$ cat src/rtl/spi_target_sync.sv
// SPI mode-0 target with all inputs synchronized into the sysClk domain.
// Define SPI_TARGET_OVERRUN_EN to build the sticky overrun flag.
module spi_target_sync #(
    parameter int SYNC_STAGES = 2
) (
    input  logic       sysClk,
    input  logic       reset,
    input  logic       spiClk,
    input  logic       cs,
    input  logic       mosi,
    output logic       miso,
    input  logic [7:0] tx_byte,
    input  logic       tx_load,
    output logic       tx_ready,
    output logic [7:0] rx_byte,
    output logic       rx_valid,
    input  logic       rx_ack,
    output logic       overrun
);

    typedef enum logic [1:0] {
        IDLE  = 2'd0,
        LOAD  = 2'd1,
        SHIFT = 2'd2
    } state_t;

    logic [SYNC_STAGES-1:0] sclk_sync_q;
    logic [SYNC_STAGES-1:0] cs_sync_q;
    logic [SYNC_STAGES-1:0] mosi_sync_q;
    logic                   sclk_hist_q;
    logic                   cs_hist_q;

    logic sclk_s;
    logic cs_s;
    logic mosi_s;
    logic sclk_rise;
    logic sclk_fall;
    logic cs_rise;
    logic cs_fall;

    state_t     state_q, state_d;
    logic [2:0] bit_cnt_q, bit_cnt_d;
    logic [6:0] rx_shift_q, rx_shift_d;
    logic [7:0] tx_shift_q, tx_shift_d;
    logic [7:0] tx_buf_q, tx_buf_d;
    logic       tx_buf_v_q, tx_buf_v_d;
    logic [7:0] rx_byte_q, rx_byte_d;
    logic       rx_valid_q, rx_valid_d;

    logic       tx_take;
    logic       done;
    logic       drop;
    logic [7:0] tx_next;

    // Idle levels: cs deasserted, spiClk low (mode 0), mosi low
    always_ff @(posedge sysClk) begin
        if (reset) begin
            sclk_sync_q <= '0;
            cs_sync_q   <= '1;
            mosi_sync_q <= '0;
            sclk_hist_q <= 1'b0;
            cs_hist_q   <= 1'b1;
        end else begin
            sclk_sync_q <= {sclk_sync_q[SYNC_STAGES-2:0], spiClk};
            cs_sync_q   <= {cs_sync_q[SYNC_STAGES-2:0], cs};
            mosi_sync_q <= {mosi_sync_q[SYNC_STAGES-2:0], mosi};
            sclk_hist_q <= sclk_s;
            cs_hist_q   <= cs_s;
        end
    end

    assign sclk_s    = sclk_sync_q[SYNC_STAGES-1];
    assign cs_s      = cs_sync_q[SYNC_STAGES-1];
    assign mosi_s    = mosi_sync_q[SYNC_STAGES-1];
    assign sclk_rise = sclk_s & ~sclk_hist_q;
    assign sclk_fall = ~sclk_s & sclk_hist_q;
    assign cs_rise   = cs_s & ~cs_hist_q;
    assign cs_fall   = ~cs_s & cs_hist_q;

    // An empty buffer at a load point sends zeros (underrun)
    assign tx_next = tx_buf_v_q ? tx_buf_q : 8'h00;

    always_comb begin
        state_d    = state_q;
        bit_cnt_d  = bit_cnt_q;
        rx_shift_d = rx_shift_q;
        tx_shift_d = tx_shift_q;
        tx_buf_d   = tx_buf_q;
        tx_buf_v_d = tx_buf_v_q;
        rx_byte_d  = rx_byte_q;
        rx_valid_d = rx_valid_q;
        tx_take    = 1'b0;
        done       = 1'b0;
        drop       = 1'b0;

        if (cs_rise) begin
            state_d    = IDLE;
            bit_cnt_d  = 3'd0;
            rx_shift_d = 7'd0;
        end else begin
            unique case (state_q)
                IDLE: begin
                    if (cs_fall) state_d = LOAD;
                end
                LOAD: begin
                    tx_take    = 1'b1;
                    tx_shift_d = tx_next;
                    bit_cnt_d  = 3'd0;
                    state_d    = SHIFT;
                end
                SHIFT: begin
                    if (sclk_rise) begin
                        rx_shift_d = {rx_shift_q[5:0], mosi_s};
                        bit_cnt_d  = bit_cnt_q + 3'd1;
                        done       = (bit_cnt_q == 3'd7);
                    end
                    if (sclk_fall) begin
                        if (bit_cnt_q == 3'd0) begin
                            tx_take    = 1'b1;
                            tx_shift_d = tx_next;
                        end else begin
                            tx_shift_d = {tx_shift_q[6:0], 1'b0};
                        end
                    end
                end
                default: state_d = IDLE;
            endcase
        end

        if (tx_take) tx_buf_v_d = 1'b0;
        if (tx_load && !tx_buf_v_q) begin
            tx_buf_d   = tx_byte;
            tx_buf_v_d = 1'b1;
        end

        if (rx_ack) rx_valid_d = 1'b0;
        if (done) begin
            if (!rx_valid_q || rx_ack) begin
                rx_byte_d  = {rx_shift_q, mosi_s};
                rx_valid_d = 1'b1;
            end else begin
                drop = 1'b1;
            end
        end
    end

    always_ff @(posedge sysClk) begin
        if (reset) begin
            state_q    <= IDLE;
            bit_cnt_q  <= 3'd0;
            rx_shift_q <= 7'd0;
            tx_shift_q <= 8'h00;
            tx_buf_q   <= 8'h00;
            tx_buf_v_q <= 1'b0;
            rx_byte_q  <= 8'h00;
            rx_valid_q <= 1'b0;
        end else begin
            state_q    <= state_d;
            bit_cnt_q  <= bit_cnt_d;
            rx_shift_q <= rx_shift_d;
            tx_shift_q <= tx_shift_d;
            tx_buf_q   <= tx_buf_d;
            tx_buf_v_q <= tx_buf_v_d;
            rx_byte_q  <= rx_byte_d;
            rx_valid_q <= rx_valid_d;
        end
    end

    assign miso     = (state_q != IDLE) & tx_shift_q[7];
    assign tx_ready = ~tx_buf_v_q;
    assign rx_byte  = rx_byte_q;
    assign rx_valid = rx_valid_q;

`ifdef SPI_TARGET_OVERRUN_EN
    logic ovr_q, ovr_d;

    always_comb begin
        ovr_d = ovr_q | drop;
    end

    always_ff @(posedge sysClk) begin
        if (reset) ovr_q <= 1'b0;
        else       ovr_q <= ovr_d;
    end

    assign overrun = ovr_q;
`else
    logic unused_drop;
    assign unused_drop = drop;
    assign overrun     = 1'b0;
`endif

endmodule

$ cat config.mk
export PLATFORM = sky130hd
export DESIGN_NAME = spi_target_sync
export DESIGN_NICKNAME = d
export VERILOG_FILES = /design/src/rtl/spi_target_sync.sv
export SDC_FILE = /design/constraint.sdc
export NUM_CORES = 1
export LEC_CHECK = 0
export ABC_AREA = 1
export BUFFER_PORTS_ARGS = -buffer_cell sky130_fd_sc_hd__buf_2
export CAP_MARGIN = 20
export CORE_MARGIN = 2
export CORE_UTILIZATION = 44
export CTS_CLUSTER_SIZE = 24
export DETAILED_ROUTE_END_ITERATION = 8
export PLACE_DENSITY = 0.63
export REMOVE_ABC_BUFFERS = 1
export SYNTH_ARGS = -nofsm -noshare
export SYNTH_HDL_FRONTEND = slang
export SYNTH_SLANG_ARGS = --single-unit
$ cat constraint.sdc
create_clock -name sysClk -period 1.7 [get_ports sysClk]
set_input_delay 0.17 -clock sysClk [delete_from_list [all_inputs] [get_ports sysClk]]
set_output_delay 0.17 -clock sysClk [all_outputs]
set_load 0.02 [all_outputs]
==> results.sh <==
export IMPL_status="complete, no violations"
export IMPL_max_freq_mhz=657
export IMPL_fin_crit_ps=1520
export IMPL_crit_chain="inv_1 > ha_1 > inv_1 > a21oi_2 > nor2_4 > nand2_1 > a21oi_1 > nor2_1"
export IMPL_p_leak_nw=0.913
export IMPL_hold_worst_slack_ps=57.7
export IMPL_tns_ps=0
export IMPL_drc=0
export IMPL_path_max_fanout=16
export IMPL_hold_path_class="primary input to register"
export IMPL_dr_pass1_iters=4
export IMPL_place_port_buffers=25
export IMPL_grt_max_degree=21
export IMPL_grt_pass1_vias=1265
export IMPL_fin_skew_ps=4.60
export IMPL_syn2layout_area_growth_pct=14.2
export IMPL_grt_setup_unrepaired="false"
export IMPL_worstRegToRegCells=8
export IMPL_critPathCaptureType="register"
export IMPL_wl_per_cell_um=10.3
export IMPL_timing_rr_start="state_q[0]"
export IMPL_ys_ff_latch=46
export IMPL_seq_area_frac_synth_pct=49.9
export IMPL_finalCritPeriodShare_pct=89.6
export IMPL_hold_end="cs_sync_q[0]"
export IMPL_final_common_cell="dfxtp_1"
export IMPL_avgSynthCellArea_um2=7.78
export IMPL_io_pins=27
export IMPL_max_stage_delay_ps=330
export IMPL_die_h_um=68.7
export IMPL_cp_required_ps=1890
export IMPL_via_per_inst=4.75
export IMPL_gp_congestion=0.846
export IMPL_cts_reportedPaths_clkPinSlew_ps=80
export IMPL_antenna_found_initial=0
export IMPL_mostFrequentLayoutCells="46 x dfxtp_1, 34 x nor2_1, 30 x a21oi_1"
export IMPL_numCtsBuffers=5
export IMPL_maxCapViolations=0
export IMPL_clock_sinks=46
export IMPL_wl_um=3250
export IMPL_drtIter0Drc=50
export IMPL_yosysWarnings=0
export IMPL_vdd_drop_max_mv=0.567
export IMPL_timing_rr_end="tx_shift_q[5]"
export IMPL_cts_resized=0
export IMPL_grt_pass1_wl_um=5430
export IMPL_track_usage_pct=15.3
export IMPL_slew_violations=0
export IMPL_hold_violations=0
export IMPL_die_w_um=68.7
export IMPL_r2r_setup_slack_ps=180
export IMPL_ant_nets=0
export IMPL_start_util_pct=45.8
export IMPL_htree_levels=2
export IMPL_cts_root_buf="clkbuf_8"
export IMPL_fin_nets=286
export IMPL_whs_path_depth=2
export IMPL_synth_cells=237
export IMPL_crit_slowest_cell="dfxtp_1"
export IMPL_seqCellArea_um2=921
export IMPL_worstSetupPathType="register to register"
export IMPL_clk_path_buf_depth=2
export IMPL_setup_viol=0
export IMPL_cts_hold_buf=0
export IMPL_cp_arrival_ps=1710
export IMPL_drive_gt1_share_pct=16.2
export IMPL_clock_latency_ps=290
export IMPL_cp_start_kind="register"
export IMPL_power_density_mw_per_mm2=1240
export IMPL_relSlewSlack_pct=66.2
export IMPL_cts_tree="done"
export IMPL_multi_input_area_um2=771
export IMPL_diodes=0
export IMPL_min_delay_start="cs"
export IMPL_vias=1497
export IMPL_nFillCells=403
export IMPL_row_count=23
export IMPL_critical_path_most_common_cell="inv_1"
export IMPL_die_area_mm2=0.00473
export IMPL_dpl_hpwl_um=2280
export IMPL_syn_area_mm2=0.00184
export IMPL_core_area_mm2=0.00403
export IMPL_tightest_slew_ps=506
export IMPL_grt_ovfl_total=0
export IMPL_ys_types=22
-- per-stage QoR --
stage	area [µm²]	setup slack [ps]	std cells	total power, mW	utilization [%]
5_1_grt	2110	17.9	315	2.79	52.3
4_1_cts	2080	144	313	2.64	51.6
3_5_place_dp	2000	157	306	2.02	49.7
3_3_place_gp	2000	182	306	2.01	49.7
2_1_floorplan	1790	212	228	1.86	-
6_report	2110	177	315	2.61	52.3
-- worst max path at each step --
stage / startpoint / endpoint / slack [ps]
5_1_grt: state_q[0] / tx_shift_q[5] / 20
3_5_place_dp: state_q[0] / rx_byte[0] / 160
4_1_cts: state_q[0] / rx_byte[0] / 140
3_3_place_gp: state_q[0] / rx_byte[4] / 180
6_report: state_q[0] / tx_shift_q[5] / 180
2_1_floorplan: state_q[0] / rx_byte[0] / 210
-- cell type report --
type	count	share of cell area (%)
Sequential cell	46	43.7
Multi-Input combinational cell	155	36.6
Clock buffer	7	3.62
Inverter	27	4.81
Timing Repair Buffer	30	8.31
Tap cell	50	2.97
-- state kept, by name, summed over array words and instances (netlist names), 2 cells and up --
register and count:
rx_byte 8, tx_buf_q 8, tx_shift_q 8, rx_shift_q 7, bit_cnt_q 3, cs_sync_q 2, mosi_sync_q 2, sclk_sync_q 2
state_q 2
-- kinds of logic (layout without fill, tap and decap cells) --
group / count (synthesis) / in the layout / synth area share [%]
flip-flops: 46 / 46 / 49.9
AND/OR/NAND/NOR: 88 / 88 / 20.8
adder cells (fa/ha/maj): 6 / 6 / 4.07
AO/OA/AOI/OAI: 60 / 60 / 16.8
buffers and inverters: 36 / 64 / 8.28
other: 1 / 1 / 0.203
-- what timing repair did --
action	in CTS	in global routing
buffers inserted	0	2
endpoints found under the setup margin	0	3
hold endpoints to repair	0	0
-- critical path: cells and delay by family, from the launching register on --
family          cells  cell delay [ps]
simple gates        3              450
flops               1              330
fa+ha+maj           1              260
compound gates      2              200
buf+inv             2              190
-- cells in the mapped netlist (all sizes together) --
master   n  area share, %
a21oi   31            8.6
o21ai   27            7.3
dfxtp   46             50
conb     1           0.20
or2      2           0.68
a211oi   1           0.41
o21bai   1           0.41
ha       6            4.1
nand2   29            5.9
inv     27            5.5
buf      5            2.0
nand3   20            5.7
clkbuf   4           0.81
nor2    37            8.5
-- report_power, final --
group	switching, mW	total [mW]	internal (mW)	leakage (nW)
clock network	0.332	0.615	0.283	0.0383
logic	0.424	0.679	0.255	0.498
registers	0.0780	1.31	1.24	0.376
total	0.834	2.61	1.77	0.913
-- metal layers --
metal / GRT usage (%) / up-vias / wire (µm)
met5: 0 / - / 0
met4: 6.62 / 0 / 39
met3: 3.90 / 4 / 163
met2: 24.0 / 36 / 1430
met1: 19.7 / 641 / 1610
li1: - / 816 / -
Note: power is estimated with default switching activity, not from simulation.
